==> config.mk <==
export PLATFORM = sky130hd
export DESIGN_NAME = collatz_range_par_flat
export DESIGN_NICKNAME = d
export VERILOG_FILES = /design/src/rtl/collatz_range_par_if.sv /design/src/rtl/collatz_range_par.sv /design/src/flat_wrapper.sv
export SDC_FILE = /design/constraint.sdc
export NUM_CORES = 1
export LEC_CHECK = 0
export BUFFER_PORTS_ARGS = -buffer_cell sky130_fd_sc_hd__clkbuf_2
export CORE_ASPECT_RATIO = 2
export CORE_UTILIZATION = 60
export CTS_CLUSTER_SIZE = 10
export DETAILED_ROUTE_END_ITERATION = 10
export PLACE_DENSITY_LB_ADDON = 0.25
export SLEW_MARGIN = 40
export SYNTH_ARGS = -nofsm -noshare
export SYNTH_HDL_FRONTEND = slang
export SYNTH_SLANG_ARGS = --single-unit
==> constraint.sdc <==
create_clock -name clk -period 6.5 [get_ports clk]
set_clock_uncertainty 0.05 [all_clocks]
set_input_delay 0.325 -clock clk [delete_from_list [all_inputs] [get_ports clk]]
set_output_delay 0.325 -clock clk [all_outputs]
set_load 0.005 [all_outputs]
==> src/rtl/collatz_range_par_if.sv <==
// Host-side bundle for collatz_range_par: run control, result read port and status.
// COLLATZ_MAX_TRACK_EN adds the max_count/max_index result ports.
interface collatz_range_par_if #(
  parameter int N_BITS        = 32,
  parameter int COUNT_BITS    = 16,
  parameter int RAM_ADDR_BITS = 4
);
  logic                     go;
  logic [N_BITS-1:0]        start;
  logic [RAM_ADDR_BITS-1:0] rd_addr;
  logic                     busy;
  logic                     done;
  logic [COUNT_BITS-1:0]    count;
  logic                     overflow;
`ifdef COLLATZ_MAX_TRACK_EN
  logic [COUNT_BITS-1:0]    max_count;
  logic [RAM_ADDR_BITS-1:0] max_index;

  modport master (
    output go, start, rd_addr,
    input  busy, done, count, overflow, max_count, max_index
  );
  modport slave (
    input  go, start, rd_addr,
    output busy, done, count, overflow, max_count, max_index
  );
`else
  modport master (
    output go, start, rd_addr,
    input  busy, done, count, overflow
  );
  modport slave (
    input  go, start, rd_addr,
    output busy, done, count, overflow
  );
`endif
endinterface

==> src/rtl/collatz_range_par.sv <==
// Parallel Collatz range scanner: N_ENGINES iterators fill a RAM_WORDS result memory.
// Optional feature macro: COLLATZ_MAX_TRACK_EN (largest count and its lowest index per run).
module collatz_range_par #(
  parameter int N_BITS        = 32,
  parameter int COUNT_BITS    = 16,
  parameter int RAM_WORDS     = 16,
  parameter int RAM_ADDR_BITS = 4,
  parameter int N_ENGINES     = 2
) (
  input  logic                clk,
  input  logic                reset_n,
  collatz_range_par_if.slave  bus
);
  localparam int IDX_W = RAM_ADDR_BITS + 1;
  localparam int ENG_W = (N_ENGINES > 1) ? $clog2(N_ENGINES) : 1;
  localparam logic [IDX_W-1:0]      WORDS_C = IDX_W'(RAM_WORDS);
  localparam logic [COUNT_BITS-1:0] CNT_MAX = {COUNT_BITS{1'b1}};

  typedef enum logic [1:0] {ENG_IDLE, ENG_RUN, ENG_HOLD} eng_state_e;

  eng_state_e               state_q [N_ENGINES];
  eng_state_e               state_d [N_ENGINES];
  logic [N_BITS-1:0]        n_q     [N_ENGINES];
  logic [N_BITS-1:0]        n_d     [N_ENGINES];
  logic [RAM_ADDR_BITS-1:0] tag_q   [N_ENGINES];
  logic [RAM_ADDR_BITS-1:0] tag_d   [N_ENGINES];
  logic [COUNT_BITS-1:0]    cnt_q   [N_ENGINES];
  logic [COUNT_BITS-1:0]    cnt_d   [N_ENGINES];

  logic [N_BITS-1:0]        base_q, base_d;
  logic [IDX_W-1:0]         next_idx_q, next_idx_d;
  logic [IDX_W-1:0]         completed_q, completed_d;
  logic                     busy_q, busy_d;
  logic                     done_q, done_d;
  logic                     ovf_q, ovf_d;
  logic [COUNT_BITS-1:0]    count_q, count_d;

  logic                     disp_valid, disp_en, grant_valid, step_ovf, go_accept;
  logic [ENG_W-1:0]         disp_sel, grant_sel;
  logic [RAM_ADDR_BITS-1:0] wr_addr;
  logic [COUNT_BITS-1:0]    wr_data;

  logic [COUNT_BITS-1:0]    mem [RAM_WORDS];

  assign go_accept = bus.go && !busy_q;

  // Lowest-numbered engine wins both the dispatch slot and the write port.
  always_comb begin
    disp_valid  = 1'b0;
    disp_sel    = '0;
    grant_valid = 1'b0;
    grant_sel   = '0;
    for (int e = N_ENGINES - 1; e >= 0; e--) begin
      if (state_q[e] == ENG_IDLE) begin
        disp_valid = 1'b1;
        disp_sel   = ENG_W'(e);
      end
      if (state_q[e] == ENG_HOLD) begin
        grant_valid = 1'b1;
        grant_sel   = ENG_W'(e);
      end
    end
    disp_en = disp_valid && busy_q && (next_idx_q < WORDS_C);
  end

  assign wr_addr = tag_q[grant_sel];
  assign wr_data = cnt_q[grant_sel];

  // Engine next-state: load, iterate, then wait in HOLD until the write port is granted.
  always_comb begin
    logic [N_BITS+1:0] step3;
    step3    = '0;
    step_ovf = 1'b0;
    for (int e = 0; e < N_ENGINES; e++) begin
      state_d[e] = state_q[e];
      n_d[e]     = n_q[e];
      tag_d[e]   = tag_q[e];
      cnt_d[e]   = cnt_q[e];
      case (state_q[e])
        ENG_IDLE: begin
          if (disp_en && disp_sel == ENG_W'(e)) begin
            state_d[e] = ENG_RUN;
            n_d[e]     = base_q + N_BITS'(next_idx_q[RAM_ADDR_BITS-1:0]);
            tag_d[e]   = next_idx_q[RAM_ADDR_BITS-1:0];
            cnt_d[e]   = COUNT_BITS'(1);
          end
        end
        ENG_RUN: begin
          if (n_q[e] == N_BITS'(1)) begin
            state_d[e] = ENG_HOLD;
          end else if (n_q[e] == '0) begin
            cnt_d[e]   = '0;
            state_d[e] = ENG_HOLD;
          end else begin
            if (n_q[e][0]) begin
              step3  = ({2'b00, n_q[e]} << 1) + {2'b00, n_q[e]} + (N_BITS+2)'(1);
              n_d[e] = step3[N_BITS-1:0];
              if (|step3[N_BITS+1:N_BITS]) begin
                step_ovf = 1'b1;
              end
            end else begin
              n_d[e] = n_q[e] >> 1;
            end
            if (cnt_q[e] != CNT_MAX) begin
              cnt_d[e] = cnt_q[e] + COUNT_BITS'(1);
            end
          end
        end
        ENG_HOLD: begin
          if (grant_valid && grant_sel == ENG_W'(e)) begin
            state_d[e] = ENG_IDLE;
          end
        end
        default: state_d[e] = ENG_IDLE;
      endcase
    end
  end

  always_comb begin
    base_d      = base_q;
    next_idx_d  = next_idx_q;
    completed_d = completed_q;
    busy_d      = busy_q;
    done_d      = 1'b0;
    ovf_d       = ovf_q | step_ovf;
    if (go_accept) begin
      base_d      = bus.start;
      next_idx_d  = '0;
      completed_d = '0;
      busy_d      = 1'b1;
      ovf_d       = 1'b0;
    end else if (busy_q) begin
      if (disp_en) begin
        next_idx_d = next_idx_q + IDX_W'(1);
      end
      if (grant_valid) begin
        completed_d = completed_q + IDX_W'(1);
      end
      if (completed_q == WORDS_C) begin
        busy_d = 1'b0;
        done_d = 1'b1;
      end
    end
  end

  always_comb begin
    count_d = mem[bus.rd_addr];
  end

  always_ff @(posedge clk or negedge reset_n) begin
    if (!reset_n) begin
      for (int e = 0; e < N_ENGINES; e++) begin
        state_q[e] <= ENG_IDLE;
        n_q[e]     <= '0;
        tag_q[e]   <= '0;
        cnt_q[e]   <= '0;
      end
      base_q      <= '0;
      next_idx_q  <= '0;
      completed_q <= '0;
      busy_q      <= 1'b0;
      done_q      <= 1'b0;
      ovf_q       <= 1'b0;
      count_q     <= '0;
    end else begin
      for (int e = 0; e < N_ENGINES; e++) begin
        state_q[e] <= state_d[e];
        n_q[e]     <= n_d[e];
        tag_q[e]   <= tag_d[e];
        cnt_q[e]   <= cnt_d[e];
      end
      base_q      <= base_d;
      next_idx_q  <= next_idx_d;
      completed_q <= completed_d;
      busy_q      <= busy_d;
      done_q      <= done_d;
      ovf_q       <= ovf_d;
      count_q     <= count_d;
    end
  end

  // Result memory keeps its contents across reset; a same-cycle read sees the old word.
  always_ff @(posedge clk) begin
    if (grant_valid) begin
      mem[wr_addr] <= wr_data;
    end
  end

  assign bus.busy     = busy_q;
  assign bus.done     = done_q;
  assign bus.count    = count_q;
  assign bus.overflow = ovf_q;

`ifdef COLLATZ_MAX_TRACK_EN
  logic [COUNT_BITS-1:0]    max_count_q, max_count_d;
  logic [RAM_ADDR_BITS-1:0] max_index_q, max_index_d;

  // Equal counts resolve to the lower index, so the result is independent of write order.
  always_comb begin
    max_count_d = max_count_q;
    max_index_d = max_index_q;
    if (go_accept) begin
      max_count_d = '0;
      max_index_d = '0;
    end else if (grant_valid) begin
      if ((wr_data > max_count_q) ||
          (wr_data == max_count_q && wr_addr < max_index_q)) begin
        max_count_d = wr_data;
        max_index_d = wr_addr;
      end
    end
  end

  always_ff @(posedge clk or negedge reset_n) begin
    if (!reset_n) begin
      max_count_q <= '0;
      max_index_q <= '0;
    end else begin
      max_count_q <= max_count_d;
      max_index_q <= max_index_d;
    end
  end

  assign bus.max_count = max_count_q;
  assign bus.max_index = max_index_q;
`endif
endmodule

==> src/flat_wrapper.sv <==
// flat-port wrapper written by rule: the top's interface ports become plain ports
module collatz_range_par_flat 
#(
  parameter int N_BITS        = 32,
  parameter int COUNT_BITS    = 16,
  parameter int RAM_WORDS     = 16,
  parameter int RAM_ADDR_BITS = 4,
  parameter int N_ENGINES     = 2
)
  (clk, reset_n, bus_go, bus_start, bus_rd_addr, bus_busy, bus_done, bus_count, bus_overflow);
  collatz_range_par_if #(.N_BITS(N_BITS), .COUNT_BITS(COUNT_BITS), .RAM_ADDR_BITS(RAM_ADDR_BITS)) bus_i ();
  input  logic clk;
  input  logic reset_n;
  input wire logic [$bits(bus_i.go)-1:0] bus_go;
  input wire logic [$bits(bus_i.start)-1:0] bus_start;
  input wire logic [$bits(bus_i.rd_addr)-1:0] bus_rd_addr;
  output wire logic [$bits(bus_i.busy)-1:0] bus_busy;
  output wire logic [$bits(bus_i.done)-1:0] bus_done;
  output wire logic [$bits(bus_i.count)-1:0] bus_count;
  output wire logic [$bits(bus_i.overflow)-1:0] bus_overflow;
  assign bus_i.go = bus_go;
  assign bus_i.start = bus_start;
  assign bus_i.rd_addr = bus_rd_addr;
  assign bus_busy = bus_i.busy;
  assign bus_done = bus_i.done;
  assign bus_count = bus_i.count;
  assign bus_overflow = bus_i.overflow;
  collatz_range_par #(.N_BITS(N_BITS), .COUNT_BITS(COUNT_BITS), .RAM_WORDS(RAM_WORDS), .RAM_ADDR_BITS(RAM_ADDR_BITS), .N_ENGINES(N_ENGINES)) u_core (.clk(clk), .reset_n(reset_n), .bus(bus_i));
endmodule
==> results.cfg <==
[run_status]
status = finished, violations left
violations = design-rule violations

[global_routing]
grt_pass1_wl_um = 99000
overflow = 0
grt.total_usage_pct = 34.5
grt_max_degree = 96
antenna_found_initial = 3
grt_pass1_vias = 17500

[clocking]
cts_tree = built
clkSlewWorstSetupHoldPaths_ns = 0.06
ctsResizeCount = 0
insertion_delay_ns = 0.59
htreeDepth = 2
clockBufferDepth = 3
cts.sinks = 425
cts_root_buffer = clkbuf_16
cts_setup_buffers = 0
cts_buffers = 49

[sta]
fin_crit_sh_pct = 63.4
finalMaxSlewViolations = 0
hold_violations = 0
timing_worst_slew_pin_value_ns = 0.917
fin_crit_ns = 4.12
setup_viol = 0
rsz0062_at_grt = no
final.setup.tns_ns = 0
finalWorstSetupSlack_ns = 2.38
relSlewSlack_pct = 38.7
fmax_mhz = 243
hold_slack_ns = 0.00696

[detailed_routing]
via_count = 16600
wl_per_cell_um = 25.3
drc = 5
drt-pass1-iter-count = 8
wirelength_um = 65000
drtIter0Drc = 1128
ant_nets = 0
viasPerCell = 6.45

[die]
core_mm2 = 0.0372
dieArea_mm2 = 0.0384
rows = 100
die_x_um = 139
ios = 58
start_util_pct = 60.7
fp.dieH_um = 276

[final_layout]
fin_nets = 2231
layout-drive-gt1-share_pct = 12.5
synthToLayoutAreaGrowth_pct = 11.7
utilization_pct = 67.8

[synthesis]
synth_top_flop_cell = edfxtp_1
syn_avg_cell_area_um2 = 11.3
synth_warnings = 0
netlist_area_mm2 = 0.0226
seq_area_frac_synth_pct = 52.8
ys_types = 73
synth_edf_count = 256
async_flop_share_pct = 39.8
syn-num-nets = 2150
syn-instance-count = 1995
ys_ff_latch = 425

[place]
place_ws_ns = 2.42
io_buffers = 57
gp_routability_congestion = 0.995
dpl.hpwl_um = 45000

[hold_path]
hold_class = in2reg

[power_and_ir_drop]
switching_share_pct = 44.8
switching_power_mw = 5.80
clockPowerShare_pct = 19.3
pwr-share-seq_pct = 30.4
ir_drop_v = 0.000415
powerDensity_mw_per_mm2 = 514
intPower_mw = 7.15
power.leakage_nw = 10.2
power.share.combinational_pct = 50.3

[worst_setup_path]
path_class = reg2reg
crit_arrival_ns = 4.55
crit_required_ns = 6.93
cp_max_fo = 45
end_kind = register
worst_setup_path_start_kind = register

[flow_run]
cap_viol_max_count = 0
## power by group through the flow
stage	Sequential [mW]	Combinational [mW]	Clock, mW
6_report	3.94	6.51	2.50
5_1_grt	3.98	7.09	2.61
4_1_cts	3.91	6.42	2.51
3_5_place_dp	3.96	6.35	0
3_3_place_gp	3.94	6.26	0
2_1_floorplan	3.75	4.59	0
## cell usage in the layout (no fill, tap or decap), drive strengths merged, types with 8 or more instances in the layout
master	n
a211oi	21
mux2i	14
and3	23
and2	8
inv	92
nand2b	19
nor3b	9
nor2	135
clkbuf	133
nand3	49
buf	30
edfxtp	256
dlygate4sd3	33
a21oi	125
o21ai	134
mux4	80
ha	113
o22ai	23
xor2	44
or3	8
and4	10
nand4	30
a31oi	21
o21a	12
nand2	286
xnor2	46
dfrtp	169
o221ai	9
nor3	26
o211ai	25
a21o	28
o21bai	13
nor2b	8
## repair_timing
item                                    in CTS  in global routing
endpoints found under the hold margin      126                  0
endpoints found under the setup margin       0                  0
hold buffers                                33                  0
## final timing paths
path | from | to | slack [ns] | cells past startpoint
max in group asynchronous | reset_n | u_core.n_q[43]$_DFFE_PN0P_ | 5.14 | 3
min in group asynchronous | reset_n | u_core.bus.count[1]$_DFF_PN0_ | 0.19 | 2
max reg2reg | u_core.n_q[0]$_DFFE_PN0P_ | u_core.n_q[29]$_DFFE_PN0P_ | 2.38 | 12
min reg2reg | u_core.base_q[2]$_DFFE_PN0P_ | u_core.base_q[2]$_DFFE_PN0P_ | 0.44 | 2
max | u_core.n_q[0]$_DFFE_PN0P_ | u_core.n_q[29]$_DFFE_PN0P_ | 2.38 | 12
min | bus_start[3] | u_core.base_q[3]$_DFFE_PN0P_ | 0.007 | 3
## cell type report
class / instances / area [um2]
Fill cell: 2677 / 12000
Antenna cell: 3 / 7.51
Tap cell: 459 / 574
Clock buffer: 78 / 1350
Clock inverter: 5 / 58.8
Multi-Input combinational cell: 1391 / 10100
Inverter: 91 / 342
Timing Repair Buffer: 118 / 870
Sequential cell: 425 / 11900
## synthesized netlist by cell type (12+ instances only)
master / instances / area (um2)
nand4_1: 29 / 181
o22ai_1: 23 / 144
xor2_1: 44 / 385
a21oi_1: 125 / 626
mux4_2: 80 / 1800
o21a_1: 12 / 90.1
inv_1: 90 / 338
dfrtp_1: 169 / 4230
nor3_1: 24 / 120
ha_1: 113 / 1410
o211ai_1: 24 / 180
and3_1: 21 / 131
nor2_1: 133 / 499
buf_1: 12 / 45.0
o21bai_1: 13 / 97.6
clkbuf_1: 69 / 259
a21o_1: 28 / 210
o21ai_0: 130 / 651
nand2_1: 286 / 1070
nand2b_1: 19 / 119
a31oi_1: 21 / 131
xnor2_1: 46 / 403
mux2i_1: 14 / 140
nand3_1: 48 / 240
edfxtp_1: 256 / 7690
a211oi_1: 21 / 158
## worst max-delay path: stages, from the launching register on
cell and delay (ns):
dfrtp_1 0.32, buf_4 0.41, clkinv_1 0.51, ha_1 0.42, o21ai_0 0.35, and2_1 0.44, nor2_2 0.22, inv_1 0.34
buf_4 0.37, o22ai_1 0.14, a21oi_1 0.14, o41ai_1 0.09, a211oi_1 0.20
## layer usage
layer | part of all wire, % | up-vias | wire [um] | GRT usage (%)
met1 | 32 | 8162 | 20900 | 32.7
met4 | 9.2 | 0 | 6000 | 27.9
met5 | 0 | - | 0 | 0
met3 | 3.9 | 271 | 2510 | 3.59
li1 | - | 7504 | - | -
met2 | 55 | 645 | 35600 | 66.0
## flip-flops by register name, indices dropped and copies added, names as in the netlist, named ones only
name                 flops
u_core.bus.overflow      1
u_core.tag_q             8
u_core.mem             256
u_core.n_q              62
u_core.completed_q       5
u_core.cnt_q            32
u_core.bus.busy          1
u_core.bus.count        16
u_core.bus.done          1
u_core.state_q           4
u_core.base_q           32
u_core.next_idx_q        5
## cell families (layout without fill, tap and decap cells)
group / after synthesis / in the layout / share of synthesized area [%]
simple gates: 631 / 631 / 13.0
mux: 96 / 96 / 8.71
flops: 425 / 425 / 52.8
compound gates: 458 / 458 / 12.4
xor+xnor: 90 / 90 / 3.49
other cells: 0 / 3 / 0
fa+ha+maj: 116 / 116 / 6.53
buf+inv: 179 / 292 / 3.02
## per-stage QoR
| step | cells | total power [mW] | area [um2] |
|---|---|---|---|
| floorplan | 1995 | 8.34 | 22600 |
| global placement | 2450 | 10.2 | 23300 |
| detailed placement | 2450 | 10.3 | 23400 |
| CTS | 2566 | 12.8 | 25100 |
| global route | 2570 | 13.7 | 25200 |
| finish | 2570 | 12.9 | 25200 |
No activity file was read; power rests on OpenSTA's default activity.
